==> src/rtl/path_backtracker.sv <==
// Move-history LIFO for the maze walker: records step directions, undoes the
// top step on a dead end and replays the stored path under valid/ready.
module path_backtracker #(
    parameter int unsigned AW = 4
) (
    input  logic          clk,
    input  logic          rst,
    input  logic          push,
    input  logic [1:0]    pushDir,
    input  logic          pop,
    input  logic [7:0]    currLoc,
    output logic [7:0]    prevLoc,
    output logic [1:0]    popDir,
    output logic          popValid,
    output logic [AW:0]   count,
    output logic          empty,
    output logic          full,
    output logic          ovf,
    input  logic          startReplay,
    input  logic [7:0]    startLoc,
    output logic          outValid,
    output logic [7:0]    outLoc,
    output logic [1:0]    outDir,
    input  logic          rdy,
    output logic          replayDone
);

    typedef enum logic [1:0] {
        IDLE,
        REPLAY,
        DONE
    } stateT;

    stateT          state;
    logic [AW:0]    sp;
    logic [AW:0]    spLast;
    logic [AW-1:0]  idx;
    logic [7:0]     loc;
    logic [1:0]     topDir;
    logic           memWe;
    logic [1:0]     mem [2**AW];

    // dir[1]^dir[0] selects the X axis, dir[0] selects +1; 4-bit wrap per axis.
    function automatic logic [7:0] moveLoc(input logic [7:0] l, input logic [1:0] d);
        logic [3:0] x;
        logic [3:0] y;
        x = l[7:4];
        y = l[3:0];
        if (d[1] ^ d[0]) x = d[0] ? x + 4'd1 : x - 4'd1;
        else             y = d[0] ? y + 4'd1 : y - 4'd1;
        return {x, y};
    endfunction

    assign count      = sp;
    assign empty      = (sp == '0);
    assign full       = sp[AW];
    assign spLast     = sp - 1'b1;
    assign topDir     = mem[spLast[AW-1:0]];
    assign outValid   = (state == REPLAY);
    assign replayDone = (state == DONE);
    assign outDir     = mem[idx];
    assign outLoc     = moveLoc(loc, mem[idx]);

    // Push only lands when neither startReplay nor pop outranks it.
    assign memWe = !rst && (state == IDLE) && push && !pop && !startReplay && !full;

    always_ff @(posedge clk) begin
        if (memWe) mem[sp[AW-1:0]] <= pushDir;
    end

    always_ff @(posedge clk) begin
        if (rst) begin
            state    <= IDLE;
            sp       <= '0;
            ovf      <= 1'b0;
            prevLoc  <= '0;
            popDir   <= '0;
            popValid <= 1'b0;
            loc      <= '0;
            idx      <= '0;
        end else begin
            popValid <= 1'b0;
            unique case (state)
                IDLE: begin
                    if (startReplay) begin
                        if (empty) begin
                            state <= DONE;
                        end else begin
                            loc   <= startLoc;
                            idx   <= '0;
                            state <= REPLAY;
                        end
                    end else if (pop) begin
                        if (!empty) begin
                            sp       <= spLast;
                            popDir   <= topDir;
                            prevLoc  <= moveLoc(currLoc, ~topDir);
                            popValid <= 1'b1;
                        end
                    end else if (push) begin
                        if (full) ovf <= 1'b1;
                        else      sp  <= sp + 1'b1;
                    end
                end
                REPLAY: begin
                    if (rdy) begin
                        loc <= outLoc;
                        idx <= idx + 1'b1;
                        if ({1'b0, idx} == spLast) state <= DONE;
                    end
                end
                DONE:    state <= IDLE;
                default: state <= IDLE;
            endcase
        end
    end

endmodule

==> config.mk <==
export PLATFORM = sky130hd
export DESIGN_NAME = path_backtracker
export DESIGN_NICKNAME = d
export VERILOG_FILES = /design/src/rtl/path_backtracker.sv
export SDC_FILE = /design/constraint.sdc
export NUM_CORES = 1
export LEC_CHECK = 0
export CAP_MARGIN = 20
export CORE_ASPECT_RATIO = 0.6
export CORE_UTILIZATION = 51
export DETAILED_ROUTE_END_ITERATION = 7
export HOLD_SLACK_MARGIN = 0.02
export PLACE_DENSITY = 0.74
export SYNTH_ARGS = -nofsm -noshare
export SYNTH_HDL_FRONTEND = slang
export SYNTH_SLANG_ARGS = --single-unit
export TNS_END_PERCENT = 20
==> constraint.sdc <==
create_clock -name clk -period 5.2 [get_ports clk]
set_input_delay 1.56 -clock clk [delete_from_list [all_inputs] [get_ports clk]]
set_output_delay 1.56 -clock clk [all_outputs]
set_load 0.005 [all_outputs]
======== Word-level counts from Yosys, hierarchy flattened ========
Memory sizes are Yosys's and may differ from the RTL's. A register that Yosys moved wholly into a read port is not among the register bits.
Cells that the tools add are included.
operators by class
  $add $sub $neg .......................... 11
  reduce and logical (&&, ||, !) cells .... 20
  bitwise operators ....................... 7
  multiplexer cells ....................... 30
  equal/unequal tests ..................... 9
operators by type and width
  operator                                                                  number
  4-bit 2-to-1 mux                                                          13
  8-bit 2-to-1 mux                                                          3
  4-bit by 1-bit adder with 4-bit output (second input constant)            5
  5-bit 2-to-1 mux                                                          4
  8-bit one-hot mux with 2 select lines                                     1
  4-bit by 1-bit subtractor with 4-bit output (second input constant)       4
  4-bit AND reduction                                                       3
  5-bit AND reduction                                                       2
  2-bit 2-to-1 mux                                                          4
  2-bit inequality test (second input constant)                             4
  4-bit one-hot mux with 2 select lines                                     1
  5-bit by 1-bit adder with 5-bit output (second input constant)            1
  4-bit by 5-bit == test with 1-bit output                                  1
  1-bit logical AND                                                         5
  5-bit logical NOT                                                         1
  5-bit by 1-bit subtractor with 5-bit output (second input constant)       1
  1-bit logical NOT                                                         4
  2-bit by 1-bit inequality test with 1-bit output (second input constant)  2
  1-bit NOT                                                                 4
  2-bit one-hot mux with 2 select lines                                     1
  2-bit nonzero test                                                        2
  4-bit OR reduction                                                        1
  1-bit 2-to-1 mux                                                          3
  3-bit AND reduction                                                       1
  5 further kinds                                                           6
word-level totals
  output and inout bits ................... 31
  input bits .............................. 24
  logic and storage cells ................. 87
  memory bits (writable) .................. 32
  memories kept ........................... 1
  register bits ........................... 31
memory list
  name  words  bits a word  rd ports  clocked after memory_dff  wr ports  line  text
  mem   16     2            2         1                         1         41    logic [1:0] mem [2**AW];

======== Logic depth before layout (Yosys ltp) ========
  depth in word-level cells ............... 8
  depth in mapped cells ................... 14

======== Least setup slack after synthesis ========
OpenSTA, ideal clock, no wires.
  path kind ............................... register to output
  start point ............................. register with a tool-made name
  end point ............................... output port outLoc[3]
  slack ................................... 0.836 ns
  cell stages (with the launch flop) ...... 11
  path buffers ............................ 2
  arrival ................................. 2.804 ns
  path through ............................ dfxtp_1 -> buf_2 -> mux4_2 -> mux4_2 -> buf_4 -> inv_1 -> ha_1 -> a21o_1 -> a21o_1 -> a31oi_1 -> xnor2_1
RTL lines
  what       line  text
  to (decl)  22    output logic [7:0] outLoc,

==> run summary <==
First-pass DRT Iterations - 7
Least-Margin Pin Slew - 867 ps
Largest area contributor in the netlist - edfxtp_1
Unrepaired setup endpoints after global routing - no
Port bufs - 54
Max Cap Viol - 0
Status - finished, final reports clean
Fmax - 196 MHz
Ant. Diodes - 0
FP Rows - 25
Dpl hpwl - 8110 um
I/O Pins - 55
Die ar. - 8870 um2
Crit end category - output pin
Mapped Nets - 472
Simple-Gate Fraction of Synth Area - 0.168
Hold Startpoint - popDir[0]
Number of synthesized flops with an enable pin - 32
Register area share after synthesis - 0.384
Final period util - 0.980
Clock-pin slew on the worst setup and hold paths - 60 ps
Main combinational cell family by area after synthesis - simple AND/OR/NAND/NOR gates
Post-Synth XOR/XNOR Area - 0.0526
Setup Viol. Count Final - 0
Min-delay worst type - flip-flop to flip-flop
Grt ovf - 0
PwrDens - 565 nW/um2
Top cells by area, synth - edfxtp_1 (22%), dfxtp_1 (16%), mux4_2 (10%)
Worst-skew pair later-pin latency - 330 ps
Wirelength, routed - 11300 um
Die height - 73.4 um
Critical path type - flip-flop to output pin
Post-Synth Adder-Cell Area - 0.0590
CP Max Fanout - 5
Final Hold Fails - 0
Avg Cell Area, Syn - 10.1 um2
Htree depth - 3
Final Instance Count excl. Fillers - 588
Final Skew - 9.50 ps
Synth cell count leaders - nor2_1 (41), dfxtp_1 (35), nand2_1 (35)
Share of flip-flops with an asynchronous set or reset - 0
Initial antenna violation count - 0
Most frequent cell after synthesis - nor2_1
Hold_buf cts - 0
Placed instance count - 570
Post-synthesis sequential element count - 67
Crit start category - flip-flop
Largest net degree at the start of global routing - 45
Num CTS Buffers - 9
Required @ worst endpoint - 3640 ps
Post-synth cell types - 57
Total Neg Setup Slack - 0 ps
Core area - 8040 um2
Die X-Extent - 121 um
Worst hold slack - 456 ps
Gate Count Post-Synth - 430
Proportion of layout cells with a drive suffix above 1 - 0.119
CTS tree - done
Final min period - 5100 ps
Global Route Usage Sum - 0.268
P&R area growth vs syn - 21.8%
Number of global-route vias before repair - 3408
Top FF cell, synth - dfxtp_1
Worst EP arrival - 3540 ps
Max-Slew Margin vs Limit - 0.422
Per-cell routed wire length - 19.2 um
Total number of vias - 3676
Sink Count - 67
Pins over their slew limit - 0
Worst r2r src - count[1]
Worst Setup SP - mem[0][0]
Final #Nets - 517
Yosys top cell area share - 0.222
Initial Util - 0.539
# DRC - 0
Post-synthesis mux area share - 0.140
Synth Area in Compound Gates - 0.159
Leak - 1.86 nW
Netlist Area Pre-Place - 4330 um2
YS warnings - 0
DRT antenna net count - 0
Global-route wire length before repair - 17800 um
Root Buffer - clkbuf_16
Routability cong. - 0.870
CTS Buffer Depth - 2
Initial DRC Count - 318
IR Drop Worst-Case VDD - 0.000277 V
Avg Vias per Cell - 6.25
==> layout by cell type (no fill, tap or decap), types with 12 or more instances in the layout <==
cell type        instances
clkdlybuf4s50_1         54
nor2_1                  41
nand2_1                 35
dfxtp_1                 33
edfxtp_1                32
a21oi_1                 26
mux4_2                  20
xnor2_1                 17
ha_1                    14
o21ai_0                 13
nor3_1                  12
o211ai_1                12
==> final timing paths <==
check | cells past startpoint | to | slack, ps
hold reg to reg | 2 | popDir[0] | 460
setup / recovery | 9 | outLoc[3] | 100
setup reg to reg | 14 | prevLoc[3] | 900
hold / removal | 2 | popDir[0] | 460
==> through the flow <==
step                      total power [W]   util  worst slack [ps]  cell area (um2)
after detailed placement          0.00233  0.615               184             4940
after global routing              0.00317  0.656              4.98             5280
final                             0.00298  0.656               104             5280
after global placement            0.00228  0.615               254             4940
after CTS                         0.00296  0.653              13.5             5250
after floorplan                   0.00182      -               836             4330
==> kinds of logic after synthesis <==
family,count (synthesis)
AOI/OAI and AO/OA,101
xor gates and xnor gates,26
buffers and inverters,39
muxes,35
DFF,67
adders and majority gates,18
and+or+nand+nor,144
==> flip-flops by register name, summed over array words and instances, names as in the netlist, named ones only <==
register and flops:
count 5, idx 4, loc 8, mem 32
ovf 1, popDir 2, popValid 1, prevLoc 8
state 2
==> critical path: stages (launching register included) <==
cell	delay, ps
edfxtp_1	450
mux4_2	500
mux4_2	530
clkinvlp_4	140
ha_1	240
a21o_1	180
a21o_1	210
a31oi_2	280
xnor2_1	160
clkdlybuf4s50_1	520
==> cell type report <==
| cell class | instances | area [um2] |
|---|---|---|
| fill | 628 | 2760 |
| multi-input combinational | 324 | 2510 |
| sequential | 67 | 1670 |
| timing repair buffer | 65 | 623 |
| clock buffer | 9 | 225 |
| tap | 108 | 135 |
| clock inverter | 7 | 77.6 |
| inverter | 8 | 33.8 |
==> report_power, final <==
group	internal (W)	switching [W]	leakage (nW)
logic	0.000747	0.000914	1.15
registers	0.000619	0.0000850	0.573
clock network	0.000374	0.000241	0.141
==> per-layer routing <==
| layer | vias to the layer above | routed length (um) | GRT usage |
|---|---|---|---|
| met5 | - | 0 | 0 |
| met4 | 0 | 123 | 0.0809 |
| met3 | 11 | 1010 | 0.0683 |
| met2 | 178 | 5030 | 0.412 |
| met1 | 1782 | 5140 | 0.376 |
| li1 | 1705 | - | - |
==> what timing repair did <==
action,in CTS,in global routing
resized for setup,3,2
cloned,0,0
setup buffers,0,2
endpoints found under the hold margin,0,0
endpoints found under the setup margin,2,2
(Power assumes the default switching activity.)
